`src/rtl/tdm_pkg.sv`:
```
// tdm_pkg: shared definitions for the TDM mux/demux pair.
// Contents: default channel/beat sizes, demux FSM state type, slot-width helper.
package tdm_pkg;

  localparam int unsigned TDM_CHANNELS = 4;
  localparam int unsigned TDM_WIDTH    = 8;

  typedef enum logic {
    HUNT   = 1'b0,
    LOCKED = 1'b1
  } tdm_state_e;

  // Width of a slot index for n slots; never less than one bit.
  function automatic int unsigned slot_width(input int unsigned n);
    return (n <= 2) ? 1 : $clog2(n);
  endfunction

endpackage

```
`src/rtl/tdm_slot_counter.sv`:
```
// tdm_slot_counter: slot index for the TDM demux, range 0..CHANNELS-1.
// Ports:
//   clk, rst   clock, async active-high reset (slot -> 0)
//   i_clear    slot <- 0 (highest priority)
//   i_load1    slot <- 1
//   i_incr     slot <- slot+1, or 0 when at CHANNELS-1
//   o_slot     current slot (registered)
//   o_wrap_c   slot == CHANNELS-1 (combinational)
module tdm_slot_counter
  import tdm_pkg::*;
#(
  parameter int unsigned CHANNELS = TDM_CHANNELS,
  parameter int unsigned SLOT_W   = slot_width(CHANNELS)
) (
  input  logic              clk,
  input  logic              rst,
  input  logic              i_clear,
  input  logic              i_load1,
  input  logic              i_incr,
  output logic [SLOT_W-1:0] o_slot,
  output logic              o_wrap_c
);

  logic [SLOT_W-1:0] r_slot;
  logic              w_wrap;

  // Explicit last-slot compare so non-power-of-two frames wrap correctly.
  assign w_wrap = (r_slot == SLOT_W'(CHANNELS - 1));

  always_ff @(posedge clk or posedge rst) begin
    if (rst) begin
      r_slot <= '0;
    end else if (i_clear) begin
      r_slot <= '0;
    end else if (i_load1) begin
      r_slot <= SLOT_W'(1);
    end else if (i_incr) begin
      r_slot <= w_wrap ? '0 : r_slot + SLOT_W'(1);
    end
  end

  assign o_slot   = r_slot;
  assign o_wrap_c = w_wrap;

endmodule

```
`src/rtl/tdm_demux.sv`:
```
// tdm_demux: time-division demultiplexer. Routes each valid beat of a framed
// serial stream to its channel register, tracks frame alignment, flags errors.
// Option: define TDM_DEMUX_FRAME_BUFFER_EN to stage beats in a shadow bank and
// publish all channels at once when a frame completes.
// Ports:
//   clk, rst     clock, async active-high reset
//   din          beat data (WIDTH)
//   din_valid    beat present
//   frame_sync   beat is slot 0 (qualified by din_valid)
//   ch_data      channel k at [k*WIDTH +: WIDTH]
//   ch_strobe    per-channel update pulse
//   frame_done   pulse when the last slot is captured
//   locked       aligned to the frame
//   sync_err     pulse on an alignment error
module tdm_demux
  import tdm_pkg::*;
#(
  parameter int unsigned CHANNELS = TDM_CHANNELS,
  parameter int unsigned WIDTH    = TDM_WIDTH
) (
  input  logic                      clk,
  input  logic                      rst,
  input  logic [WIDTH-1:0]          din,
  input  logic                      din_valid,
  input  logic                      frame_sync,
  output logic [CHANNELS*WIDTH-1:0] ch_data,
  output logic [CHANNELS-1:0]       ch_strobe,
  output logic                      frame_done,
  output logic                      locked,
  output logic                      sync_err
);

  localparam int unsigned SW = slot_width(CHANNELS);

  tdm_state_e        r_state;
  tdm_state_e        w_state_next;
  logic [SW-1:0]     w_slot;
  logic              w_wrap;
  logic              w_capture;
  logic              w_cap_ch0;
  logic [SW-1:0]     w_cap_idx;
  logic              w_sync_err;
  logic              w_frame_done;
  logic              w_cnt_clear;
  logic              w_cnt_load1;
  logic              w_cnt_incr;

  logic [WIDTH-1:0]    r_ch [CHANNELS];
  logic [CHANNELS-1:0] r_strobe;
  logic                r_frame_done;
  logic                r_locked;
  logic                r_sync_err;

  tdm_slot_counter #(
    .CHANNELS (CHANNELS),
    .SLOT_W   (SW)
  ) u_slot (
    .clk      (clk),
    .rst      (rst),
    .i_clear  (w_cnt_clear),
    .i_load1  (w_cnt_load1),
    .i_incr   (w_cnt_incr),
    .o_slot   (w_slot),
    .o_wrap_c (w_wrap)
  );

  // State register.
  always_ff @(posedge clk or posedge rst) begin
    if (rst) r_state <= HUNT;
    else     r_state <= w_state_next;
  end

  // Next-state and per-beat control decode.
  always_comb begin
    w_state_next = r_state;
    w_capture    = 1'b0;
    w_cap_ch0    = 1'b0;
    w_sync_err   = 1'b0;
    w_frame_done = 1'b0;
    w_cnt_clear  = 1'b0;
    w_cnt_load1  = 1'b0;
    w_cnt_incr   = 1'b0;
    if (din_valid) begin
      case (r_state)
        HUNT: begin
          if (frame_sync) begin
            w_capture    = 1'b1;
            w_cap_ch0    = 1'b1;
            w_cnt_load1  = 1'b1;
            w_state_next = LOCKED;
          end
        end
        LOCKED: begin
          if (frame_sync) begin
            // Sync always restarts the frame; mid-frame sync is an error.
            w_capture   = 1'b1;
            w_cap_ch0   = 1'b1;
            w_cnt_load1 = 1'b1;
            w_sync_err  = (w_slot != '0);
          end else if (w_slot == '0) begin
            // Expected sync is missing: drop the beat and re-acquire.
            w_sync_err   = 1'b1;
            w_cnt_clear  = 1'b1;
            w_state_next = HUNT;
          end else begin
            w_capture    = 1'b1;
            w_cnt_incr   = 1'b1;
            w_frame_done = w_wrap;
          end
        end
        default: w_state_next = HUNT;
      endcase
    end
  end

  assign w_cap_idx = w_cap_ch0 ? '0 : w_slot;

  // Status pulses and lock flag.
  always_ff @(posedge clk or posedge rst) begin
    if (rst) begin
      r_frame_done <= 1'b0;
      r_sync_err   <= 1'b0;
      r_locked     <= 1'b0;
    end else begin
      r_frame_done <= w_frame_done;
      r_sync_err   <= w_sync_err;
      r_locked     <= (w_state_next == LOCKED);
    end
  end

`ifdef TDM_DEMUX_FRAME_BUFFER_EN
  logic [WIDTH-1:0] r_shadow [CHANNELS];

  // Beats collect in the shadow bank; a completed frame is published at once.
  // A broken frame needs no explicit flush: publishing requires a fresh sync
  // followed by every remaining slot, which overwrites the whole bank.
  always_ff @(posedge clk or posedge rst) begin
    if (rst) begin
      r_strobe <= '0;
      for (int k = 0; k < int'(CHANNELS); k++) begin
        r_shadow[k] <= '0;
        r_ch[k]     <= '0;
      end
    end else begin
      r_strobe <= w_frame_done ? '1 : '0;
      for (int k = 0; k < int'(CHANNELS); k++) begin
        if (w_capture && (w_cap_idx == SW'(k))) r_shadow[k] <= din;
        if (w_frame_done) r_ch[k] <= (k == int'(CHANNELS) - 1) ? din : r_shadow[k];
      end
    end
  end
`else
  // Each beat updates its channel register directly.
  always_ff @(posedge clk or posedge rst) begin
    if (rst) begin
      r_strobe <= '0;
      for (int k = 0; k < int'(CHANNELS); k++) r_ch[k] <= '0;
    end else begin
      for (int k = 0; k < int'(CHANNELS); k++) begin
        r_strobe[k] <= w_capture && (w_cap_idx == SW'(k));
        if (w_capture && (w_cap_idx == SW'(k))) r_ch[k] <= din;
      end
    end
  end
`endif

  for (genvar g = 0; g < int'(CHANNELS); g++) begin : g_pack
    assign ch_data[g*WIDTH +: WIDTH] = r_ch[g];
  end

  assign ch_strobe  = r_strobe;
  assign frame_done = r_frame_done;
  assign locked     = r_locked;
  assign sync_err   = r_sync_err;

endmodule

```
`config.mk`:
```
export PLATFORM = sky130hd
export DESIGN_NAME = tdm_demux
export DESIGN_NICKNAME = d
export VERILOG_FILES = /design/src/rtl/tdm_pkg.sv /design/src/rtl/tdm_slot_counter.sv /design/src/rtl/tdm_demux.sv
export SDC_FILE = /design/constraint.sdc
export NUM_CORES = 1
export LEC_CHECK = 0
export BUFFER_PORTS_ARGS = -buffer_cell sky130_fd_sc_hd__buf_2
export CAP_MARGIN = 10
export CORE_MARGIN = 3
export CORE_UTILIZATION = 57
export CTS_BUF_LIST = sky130_fd_sc_hd__clkbuf_2 sky130_fd_sc_hd__clkbuf_4 sky130_fd_sc_hd__clkbuf_8
export DETAILED_ROUTE_END_ITERATION = 12
export GPL_ROUTABILITY_DRIVEN = 0
export PLACE_DENSITY = 0.95
export SYNTH_ARGS = -nofsm -noshare
export SYNTH_HDL_FRONTEND = slang
export SYNTH_SLANG_ARGS = --single-unit
```
`constraint.sdc`:
```
create_clock -name clk -period 3.6 [get_ports clk]
set_clock_uncertainty 0.05 [all_clocks]
set_input_delay 0.72 -clock clk [delete_from_list [all_inputs] [get_ports clk]]
set_output_delay 0.72 -clock clk [all_outputs]
set_load 0.01 [all_outputs]
```
==> results.json, run 1 <==
{
  "postCtsSetupRepairBufs": 0,
  "cp_max_fo": 9,
  "holdBufCountCts": 0,
  "endpoint_kind": "register",
  "core_um2": 2900,
  "synth-seq-cells": 41,
  "synth_fa_ha_area_frac": 0.0344,
  "hp-class": "register to register",
  "synth-simple-area-share": 0.0605,
  "rows": 19,
  "drive_above_1_share": 0.571,
  "antenna_found_initial": 0,
  "hold_depth": 1,
  "max_slew.worst_pin.slew_ns": 1.04,
  "hpwlAfterDp_um": 2590,
  "grt_setup_unrepaired": "no",
  "synth_top_area_share": 0.564,
  "fin_setup_tns_ns": 0,
  "final_antenna_net_count": 0,
  "max-cap-violations": 0,
  "reg2reg_depth": 6,
  "start_kind": "register",
  "combinationalPowerShare": 0.420,
  "synth_xor_area_frac": 0,
  "final_nets": 184,
  "cts_resized": 0,
  "required_ns": 3.79,
  "yosys-mux-area-fraction": 0.247,
  "power.share.clock": 0.125,
  "yosysWarnings": 0,
  "synth_compound_area_frac": 0.0385,
  "synthTopCellsByCount": "41 x dfrtp_1, 24 x mux2_4, 8 x mux2_2, 7 x inv_1, 5 x ha_1",
  "cts_buffers": 5,
  "whs_ns": 0.463,
  "cts_root_buf": "clkbuf_4",
  "grt_max_degree": 30,
  "crit_arrival_ns": 2.65,
  "tritoncts": "done",
  "cts-htree-levels": 2,
  "drc": 0,
  "synth.area.top_cells": "dfrtp_1 56%, mux2_4 20%, mux2_2 4.9%, ha_1 3.4%, buf_12 2.2%",
  "antenna_cells": 0,
  "design.die.area_um2": 3910,
  "track_usage": 0.195,
  "syn_area_um2": 1820,
  "synth_top_family_by_area": "multiplexers",
  "async_flop_share": 1.00,
  "p_int_w": 0.00114,
  "num-fill-cells": 206,
  "synth_nets": 132,
  "finalCriticalPeriod_ns": 2.47,
  "yosysMostFrequentCell": "dfrtp_1",
  "dp.cells": 202,
  "syn_avg_cell_area_um2": 15.8,
  "ys.flop_type": "dfrtp_1",
  "fp.dieW_um": 62.5,
  "grt_pass1_vias": 1133,
  "grt_pass1_wl_um": 5870,
  "clock-sinks": 41,
  "vdd_ir_drop_max_mv": 0.425,
  "gr-total-overflow": 0,
  "seq_power_share": 0.454,
  "first_pass_iters": 4,
  "hold_violations": 0,
  "switching_share": 0.348,
  "switchingPower_w": 0.000609,
  "drv_slew": 0,
  "finalCritPeriodShare": 0.685,
  "ioPinCount": 51,
  "fmax_mhz": 406,
  "start_util": 0.628,
  "die_h_um": 62.5,
  "leakagePower_nw": 1.10,
  "slew_headroom": 0.306,
  "yosysUniqueCellTypes": 25,
  "avgViaCountPerCell": 5.23,
  "routedWlPerCell_um": 16.8,
  "drtIter0Drc": 33,
  "setup_viol": 0,
  "syn2layout_area_growth_pct": 15.9,
  "path_class": "register to register",
  "numPortBuffers": 50,
  "powerDensity_nw_per_um2": 828,
  "outcome": "finished clean",
  "ys_seq_area_frac": 0.564,
  "drt_wl_total_um": 3520,
  "num_vias": 1098,
  "synthCells": 115,
  "path_clk_slew_ns": 0.12,
  "synth_top_area_cell": "dfrtp_1",
  "finalNonFillerCells": 210,
  "worstSkewPairLatency_ns": 0.34,
  "synth_edf_count": 0,
  "cts_buffer_depth": 2
}
power by group through the flow:
stage / logic, W / registers [W] / clock network, W
3_5_place_dp: 0.000741 / 0.000803 / 0
5_1_grt: 0.000787 / 0.000824 / 0.000248
3_3_place_gp: 0.000710 / 0.000791 / 0
2_1_floorplan: 0.000402 / 0.000869 / 0
4_1_cts: 0.000744 / 0.000793 / 0.000225
6_report: 0.000735 / 0.000794 / 0.000219
final cells by class:
type,instances,area (um^2),area share
flip-flops and latches,41,1030,0.486
multi-input cells,61,693,0.328
repair buffers,51,258,0.122
well taps,42,52.6,0.0249
clock buffers,5,37.5,0.0178
inverters,7,26.3,0.0124
clock inverters,3,17.5,0.00830
metrics by stage:
stage / instance area, um^2 / total power [W] / util / worst slack (ns)
final: 2110 / 0.00175 / 0.728 / 1.13
after global routing: 2110 / 0.00186 / 0.728 / 1.04
after CTS: 2110 / 0.00176 / 0.728 / 1.17
after detailed placement: 2060 / 0.00154 / 0.709 / 0.939
after global placement: 2060 / 0.00150 / 0.709 / 1.06
after floorplan: 1820 / 0.00127 / - / 1.35
cells in the final DEF, fill, tap and decap left out:
cell type / count
o221ai_1: 1
mux2_4: 24
a31oi_1: 2
ha_1: 5
nor3b_2: 1
nor3b_1: 1
nor2_1: 2
dfrtp_1: 41
buf_2: 50
buf_4: 1
clkinv_2: 2
nor2b_1: 1
clkinvlp_4: 1
o211ai_4: 1
clkbuf_4: 5
and3_1: 1
or3_1: 1
o21ai_0: 2
nand2_1: 4
nor3b_4: 1
mux2_2: 8
a22oi_1: 1
or2b_1: 1
a21oi_1: 2
inv_1: 7
and4_4: 2
sequential cells by signal, summed over array words and instances, names as in the netlist:
register / cells
ch_data: 32
u_slot.o_slot: 2
sync_err: 1
frame_done: 1
ch_strobe: 4
locked: 1
worst max-delay path, stage by stage (launching register included):
cell,delay [ns]
dfrtp_1,0.54
inv_1,0.09
ha_1,0.22
ha_1,0.29
nor3b_4,0.26
and3_1,0.56
mux2_4,0.35
logic make-up (layout without fill, tap and decap cells):
logic type | count (synthesis) | after routing
flops | 41 | 41
mux | 32 | 32
fa+ha+maj | 5 | 5
buf+inv | 13 | 66
simple gates | 15 | 15
compound gates | 9 | 9
metal layers:
| metal | vias up | part of all wire | global-route usage |
|---|---|---|---|
| li1 | 503 | - | - |
| met3 | 8 | 0.060 | 0.0612 |
| met2 | 46 | 0.49 | 0.316 |
| met5 | - | 0 | 0 |
| met4 | 0 | 0.020 | 0.0854 |
| met1 | 541 | 0.43 | 0.241 |
path summary, 6_finish.rpt:
path	from	end	slack (ns)
worst max-delay path	u_slot.o_slot[0]	ch_data[16]	1.13
worst min-delay path	ch_data[2]	ch_data[2]	0.46
worst max register to register	u_slot.o_slot[0]	ch_data[16]	1.13
worst min register to register	ch_data[2]	ch_data[2]	0.46
max in group asynchronous	rst	ch_data[3]	2.18
min in group asynchronous	rst	u_slot.o_slot[0]	0.56
Power figures use the tool's default switching activity.
==> run 2, diff against run 1 <==
--- a/config.mk
+++ b/config.mk
@@ -8,11 +8,11 @@
 export BUFFER_PORTS_ARGS = -buffer_cell sky130_fd_sc_hd__buf_2
 export CAP_MARGIN = 10
 export CORE_MARGIN = 3
-export CORE_UTILIZATION = 57
+export CORE_UTILIZATION = 53
 export CTS_BUF_LIST = sky130_fd_sc_hd__clkbuf_2 sky130_fd_sc_hd__clkbuf_4 sky130_fd_sc_hd__clkbuf_8
 export DETAILED_ROUTE_END_ITERATION = 12
 export GPL_ROUTABILITY_DRIVEN = 0
-export PLACE_DENSITY = 0.95
+export PLACE_DENSITY = 0.91
 export SYNTH_ARGS = -nofsm -noshare
 export SYNTH_HDL_FRONTEND = slang
 export SYNTH_SLANG_ARGS = --single-unit
==> constraint.sdc (replaced) <==
create_clock -name clk -period 2.3 [get_ports clk]
set_clock_uncertainty 0.05 [all_clocks]
set_input_delay 0.46 -clock clk [delete_from_list [all_inputs] [get_ports clk]]
set_output_delay 0.46 -clock clk [all_outputs]
set_load 0.01 [all_outputs]
==> run 2 against run 1 <==
  * Sequential share of layout area decreased by 0.74 points
  * Fmax increased by 21%
  * Via count increased by 1.0%
  * Sequential power increased by 54%
  * Die area increased by 6.8%
  * Global-route usage decreased by 0.27 points
  * Critical path depth unchanged
  * Register-to-register slack got worse by 0.88 ns
==> results.json, run 2 (synthesis gave the netlist of run 1 again) <==
{
  "outcome": "finished clean",
  "ioPinCount": 51,
  "drv_slew": 0,
  "vdd_ir_drop_max_mv": 0.510,
  "final_antenna_net_count": 0,
  "cp_max_fo": 9,
  "r2r-start": "u_slot.o_slot[1]",
  "fin_setup_tns_ns": 0,
  "required_ns": 2.49,
  "tritoncts": "done",
  "die_h_um": 64.6,
  "num_vias": 1109,
  "drt_wl_total_um": 3650,
  "switchingPower_w": 0.000979,
  "cts-htree-levels": 2,
  "slew_headroom": 0.671,
  "finalCriticalPeriod_ns": 2.04,
  "drtIter0Drc": 43,
  "finalCritPeriodShare": 0.888,
  "dp.cells": 208,
  "r2r_slack_ns": 0.26,
  "path_class": "register to register",
  "reg2reg_depth": 6,
  "antenna_cells": 0,
  "syn2layout_area_growth_pct": 17.7,
  "final_common_cell": "buf_2",
  "first_pass_iters": 4,
  "cts_resized": 0,
  "hp-class": "input pin to async pin",
  "grt_max_degree": 42,
  "power_w": 0.00279,
  "final_nets": 188,
  "combinationalPowerShare": 0.438,
  "cts_buffer_depth": 2,
  "track_usage": 0.193,
  "cp_common_cell": "ha_1",
  "clock-sinks": 41,
  "cts_buffers": 5,
  "setup_viol": 0,
  "num-fill-cells": 232,
  "switching_share": 0.351,
  "drc": 0,
  "powerDensity_nw_per_um2": 1300,
  "power.share.clock": 0.125,
  "slowest_stage": "and4_4",
  "path_clk_slew_ns": 0.12,
  "seq_power_share": 0.437,
  "fp.dieW_um": 64.6,
  "rows": 20,
  "design.die.area_um2": 4170,
  "avgViaCountPerCell": 5.13,
  "numPortBuffers": 50,
  "hold_violations": 0,
  "crit_arrival_ns": 2.23,
  "fmax_mhz": 490,
  "max-cap-violations": 0,
  "whs_ns": 0.156,
  "start_kind": "register",
  "crit_chain": "inv_1 -> ha_1 -> ha_1 -> nor3b_4 -> and4_4 -> mux2_4",
  "drive_above_1_share": 0.581,
  "antenna_found_initial": 0,
  "hpwlAfterDp_um": 2700,
  "largest_reg_flops": 32,
  "slowest_delay_ns": 0.38,
  "routedWlPerCell_um": 16.9,
  "holdBufCountCts": 0,
  "mostFrequentLayoutCells": "50 x buf_2, 41 x dfrtp_1, 24 x mux2_4",
  "regToRegEndpoint": "ch_data[14]",
  "gr-total-overflow": 0,
  "finalNonFillerCells": 216,
  "core_um2": 3150,
  "max_slew.worst_pin.slew_ns": 0.494,
  "p_int_w": 0.00181,
  "postCtsSetupRepairBufs": 0,
  "grt_setup_unrepaired": "no",
  "leakagePower_nw": 1.12,
  "worstSkewPairLatency_ns": 0.34,
  "cts_root_buf": "clkbuf_4",
  "start_util": 0.577,
  "grt_pass1_vias": 1220,
  "grt_pass1_wl_um": 6070,
  "endpoint_kind": "register"
}
run 2: final cells by class:
cell class	count	area, um^2	share of cell area
tap	44	55.1	0.0257
clock buffer	5	37.5	0.0175
timing repair buffer	55	288	0.134
sequential	41	1030	0.479
clock inverter	3	17.5	0.00817
multi-input combinational	61	693	0.323
inverter	7	26.3	0.0123
run 2: critical path: cells and delay by family, from the launching register on:
kind / cells / cell delay [ns]
simple gates: 2 / 0.63
fa+ha+maj: 2 / 0.50
flops: 1 / 0.36
mux: 1 / 0.32
buf+inv: 1 / 0.07
run 2: how the worst max path moves through the flow:
| stage | startpoint | endpoint | slack [ns] | cells past startpoint |
|---|---|---|---|---|
| after floorplan | u_slot.o_slot[0] | ch_data[10] | 0.27 | 7 |
| after global placement | frame_sync | ch_data[18] | 0.18 | 7 |
| after detailed placement | frame_sync | ch_data[13] | 0.09 | 6 |
| after CTS | u_slot.o_slot[1] | ch_data[13] | 0.25 | 6 |
| after global routing | u_slot.o_slot[1] | ch_data[23] | 0.17 | 7 |
| final | u_slot.o_slot[1] | ch_data[14] | 0.26 | 6 |
run 2: through the flow:
stage               setup slack (ns)  utilization  instance area, um^2
detailed placement            0.0948        0.662                 2090
global route                   0.174        0.680                 2140
floorplan                      0.266            -                 1820
CTS                            0.250        0.680                 2140
finish                         0.257        0.680                 2140
global placement               0.177        0.662                 2090
run 2: power by group through the flow:
stage	clock network [W]	logic (W)	registers [W]
4_1_cts	0.000353	0.00123	0.00122
6_report	0.000348	0.00122	0.00122
2_1_floorplan	0	0.000629	0.00136
3_5_place_dp	0	0.00123	0.00123
5_1_grt	0.000390	0.00132	0.00126
3_3_place_gp	0	0.00116	0.00121
run 2: per-layer routing:
| layer | vias to the layer above | wire length (um) | global-route usage |
|---|---|---|---|
| met2 | 44 | 1860 | 0.332 |
| li1 | 510 | - | - |
| met4 | 0 | 19 | 0.0923 |
| met5 | - | 0 | 0 |
| met3 | 2 | 213 | 0.0433 |
| met1 | 553 | 1550 | 0.226 |
==> run 3, diff against run 2 <==
--- a/config.mk
+++ b/config.mk
@@ -12,7 +12,7 @@
 export CTS_BUF_LIST = sky130_fd_sc_hd__clkbuf_2 sky130_fd_sc_hd__clkbuf_4 sky130_fd_sc_hd__clkbuf_8
 export DETAILED_ROUTE_END_ITERATION = 12
 export GPL_ROUTABILITY_DRIVEN = 0
-export PLACE_DENSITY = 0.91
+export PLACE_DENSITY = 0.81
 export SYNTH_ARGS = -nofsm -noshare
 export SYNTH_HDL_FRONTEND = slang
 export SYNTH_SLANG_ARGS = --single-unit
==> run 3 against run 2 <==
  * Worst setup slack got worse by 0.077 ns
  * Register-to-register slack worse by 0.08 ns
  * Wire length shrank 6.6%
  * Non-clock buffer count down 1
  * Cell count shrank 0.46%
  * Global-route usage is 1.3 points lower
  * First-iteration DRC count rose by 33%
  * Worst hold slack got worse by 0.048 ns
  * Flip-flop and latch count is the same
  * Critical path type unchanged
  * Critical endpoint is now ch_data[30]
  * Largest cell class unchanged
==> results.json, run 3 (synthesis gave the netlist of run 1 again) <==
{
  "max-cap-violations": 0,
  "slowest_delay_ns": 0.44,
  "dp.cells": 207,
  "crit_chain": "inv_1 -> ha_1 -> ha_1 -> nor3b_4 -> and4_4 -> mux2_4",
  "die_h_um": 64.6,
  "fin_setup_tns_ns": 0,
  "multi_input_area_um2": 693,
  "cts-htree-levels": 2,
  "finalCriticalPeriod_ns": 2.12,
  "largest_reg_flops": 32,
  "slew_headroom": 0.614,
  "final_antenna_net_count": 0,
  "num_vias": 1081,
  "track_usage": 0.180,
  "hpwlAfterDp_um": 2560,
  "vdd_ir_drop_max_mv": 0.550,
  "final_nets": 187,
  "cts_buffer_depth": 2,
  "finalNonFillerCells": 215,
  "crit_arrival_ns": 2.31,
  "fp.dieW_um": 64.6,
  "finalCritPeriodShare": 0.922,
  "leakagePower_nw": 1.13,
  "path_class": "register to register",
  "clock-sinks": 41,
  "path_clk_slew_ns": 0.12,
  "drive_above_1_share": 0.585,
  "endpoint": "ch_data[30]",
  "crit_buf_inv": 1,
  "grt_max_degree": 29,
  "grt_pass1_vias": 1150,
  "antenna_cells": 0,
  "grt_setup_unrepaired": "no",
  "num-fill-cells": 229,
  "r2r-start": "u_slot.o_slot[1]",
  "outcome": "finished clean",
  "drtIter0Drc": 57,
  "routedWlPerCell_um": 15.8,
  "first_pass_iters": 4,
  "rows": 20,
  "dp_slack_ns": 0.138,
  "r2r_slack_ns": 0.18,
  "required_ns": 2.49,
  "tritoncts": "done",
  "endpoint_kind": "register",
  "layout_setup_ws_ns": 0.180,
  "numPortBuffers": 50,
  "cp_max_fo": 9,
  "syn2layout_area_growth_pct": 19.9,
  "regToRegEndpoint": "ch_data[30]",
  "worstSkewPairLatency_ns": 0.34,
  "powerDensity_nw_per_um2": 1320,
  "drt_wl_total_um": 3410,
  "hold_violations": 0,
  "place_area_um2": 2090,
  "start_util": 0.577,
  "holdBufCountCts": 0,
  "critPathLaunch": "u_slot.o_slot[1]",
  "setup_viol": 0,
  "start_kind": "register",
  "reg2reg_depth": 6,
  "cp_common_cell": "ha_1",
  "grt_pass1_wl_um": 5490,
  "gr-total-overflow": 0,
  "core_um2": 3150,
  "cts_buffers": 5,
  "mostFrequentLayoutCells": "50 x buf_2, 40 x dfrtp_1, 24 x mux2_4",
  "drc": 0,
  "drv_slew": 0,
  "utilization": 0.692,
  "seqCellArea_um2": 1030,
  "final_common_cell": "buf_2",
  "design_area_um2": 2180,
  "crit_family": "simple AND/OR/NAND/NOR gates",
  "slowest_stage": "dfrtp_2",
  "antenna_found_initial": 0,
  "critical_path_depth": 6,
  "hp-class": "input pin to async pin",
  "max_slew.worst_pin.slew_ns": 0.579,
  "avgViaCountPerCell": 5.03,
  "fmax_mhz": 472,
  "ioPinCount": 51,
  "cts_root_buf": "clkbuf_4",
  "design.die.area_um2": 4170
}
==> run 3: changes by cell type in the layout (fill, tap and decap cells not counted) <==
cell / previous run / this run
buf_4: 5 / 3
clkinv_2: 2 / 0
buf_12: 0 / 1
bufinv_16: 0 / 1
clkbuf_4: 5 / 6
clkbuf_8: 0 / 1
clkinvlp_4: 1 / 0
dfrtp_1: 41 / 40
dfrtp_2: 0 / 1
==> run 3: how the worst min path moves through the flow <==
stage                            from          end  cells past startpoint
after CTS                         rst  ch_data[22]                      2
after detailed placement  ch_data[16]  ch_data[16]                      1
final                             rst  ch_data[22]                      2
after global placement     ch_data[7]   ch_data[7]                      1
after global routing              rst  ch_data[22]                      2
after floorplan            ch_data[0]   ch_data[0]                      1
==> run 3: report_power, final <==
part / internal, W / leakage, nW / total, W / switching [W]
clock: 0.000271 / 0.0489 / 0.000491 / 0.000219
combinational: 0.000651 / 0.572 / 0.00117 / 0.000518
sequential: 0.00103 / 0.510 / 0.00123 / 0.000194
total: 0.00196 / 1.13 / 0.00289 / 0.000931
==> run 3: metal layers <==
metal  part of all wire  up-vias  routed length, um  track usage
met5                  0        -                  0            0
met4              0.018        0                 62       0.0765
met3              0.054        5                183       0.0641
met2               0.52       32               1770        0.314
met1               0.41      540               1400        0.196
li1                   -      504                  -            -
==> run 3: through the flow <==
stage,power [W],hold slack [ns]
floorplan,0.00199,0.500
global placement,0.00236,0.433
detailed placement,0.00242,0.441
CTS,0.00292,0.108
global route,0.00306,0.131
finish,0.00289,0.108
==> run 3: cell type report <==
| class | instances | area share |
|---|---|---|
| flip-flops and latches | 41 | 0.470 |
| repair buffers | 54 | 0.134 |
| inverters | 7 | 0.0120 |
| clock buffers | 7 | 0.0269 |
| clock inverters | 1 | 0.0138 |
| multi-input cells | 61 | 0.317 |
| well taps | 44 | 0.0252 |
==> run 3: timing repair <==
item | 4_1_cts | 5_1_grt
setup buffers | 0 | 0
endpoints found under the setup margin | 0 | 3
gates resized for setup | 0 | 1
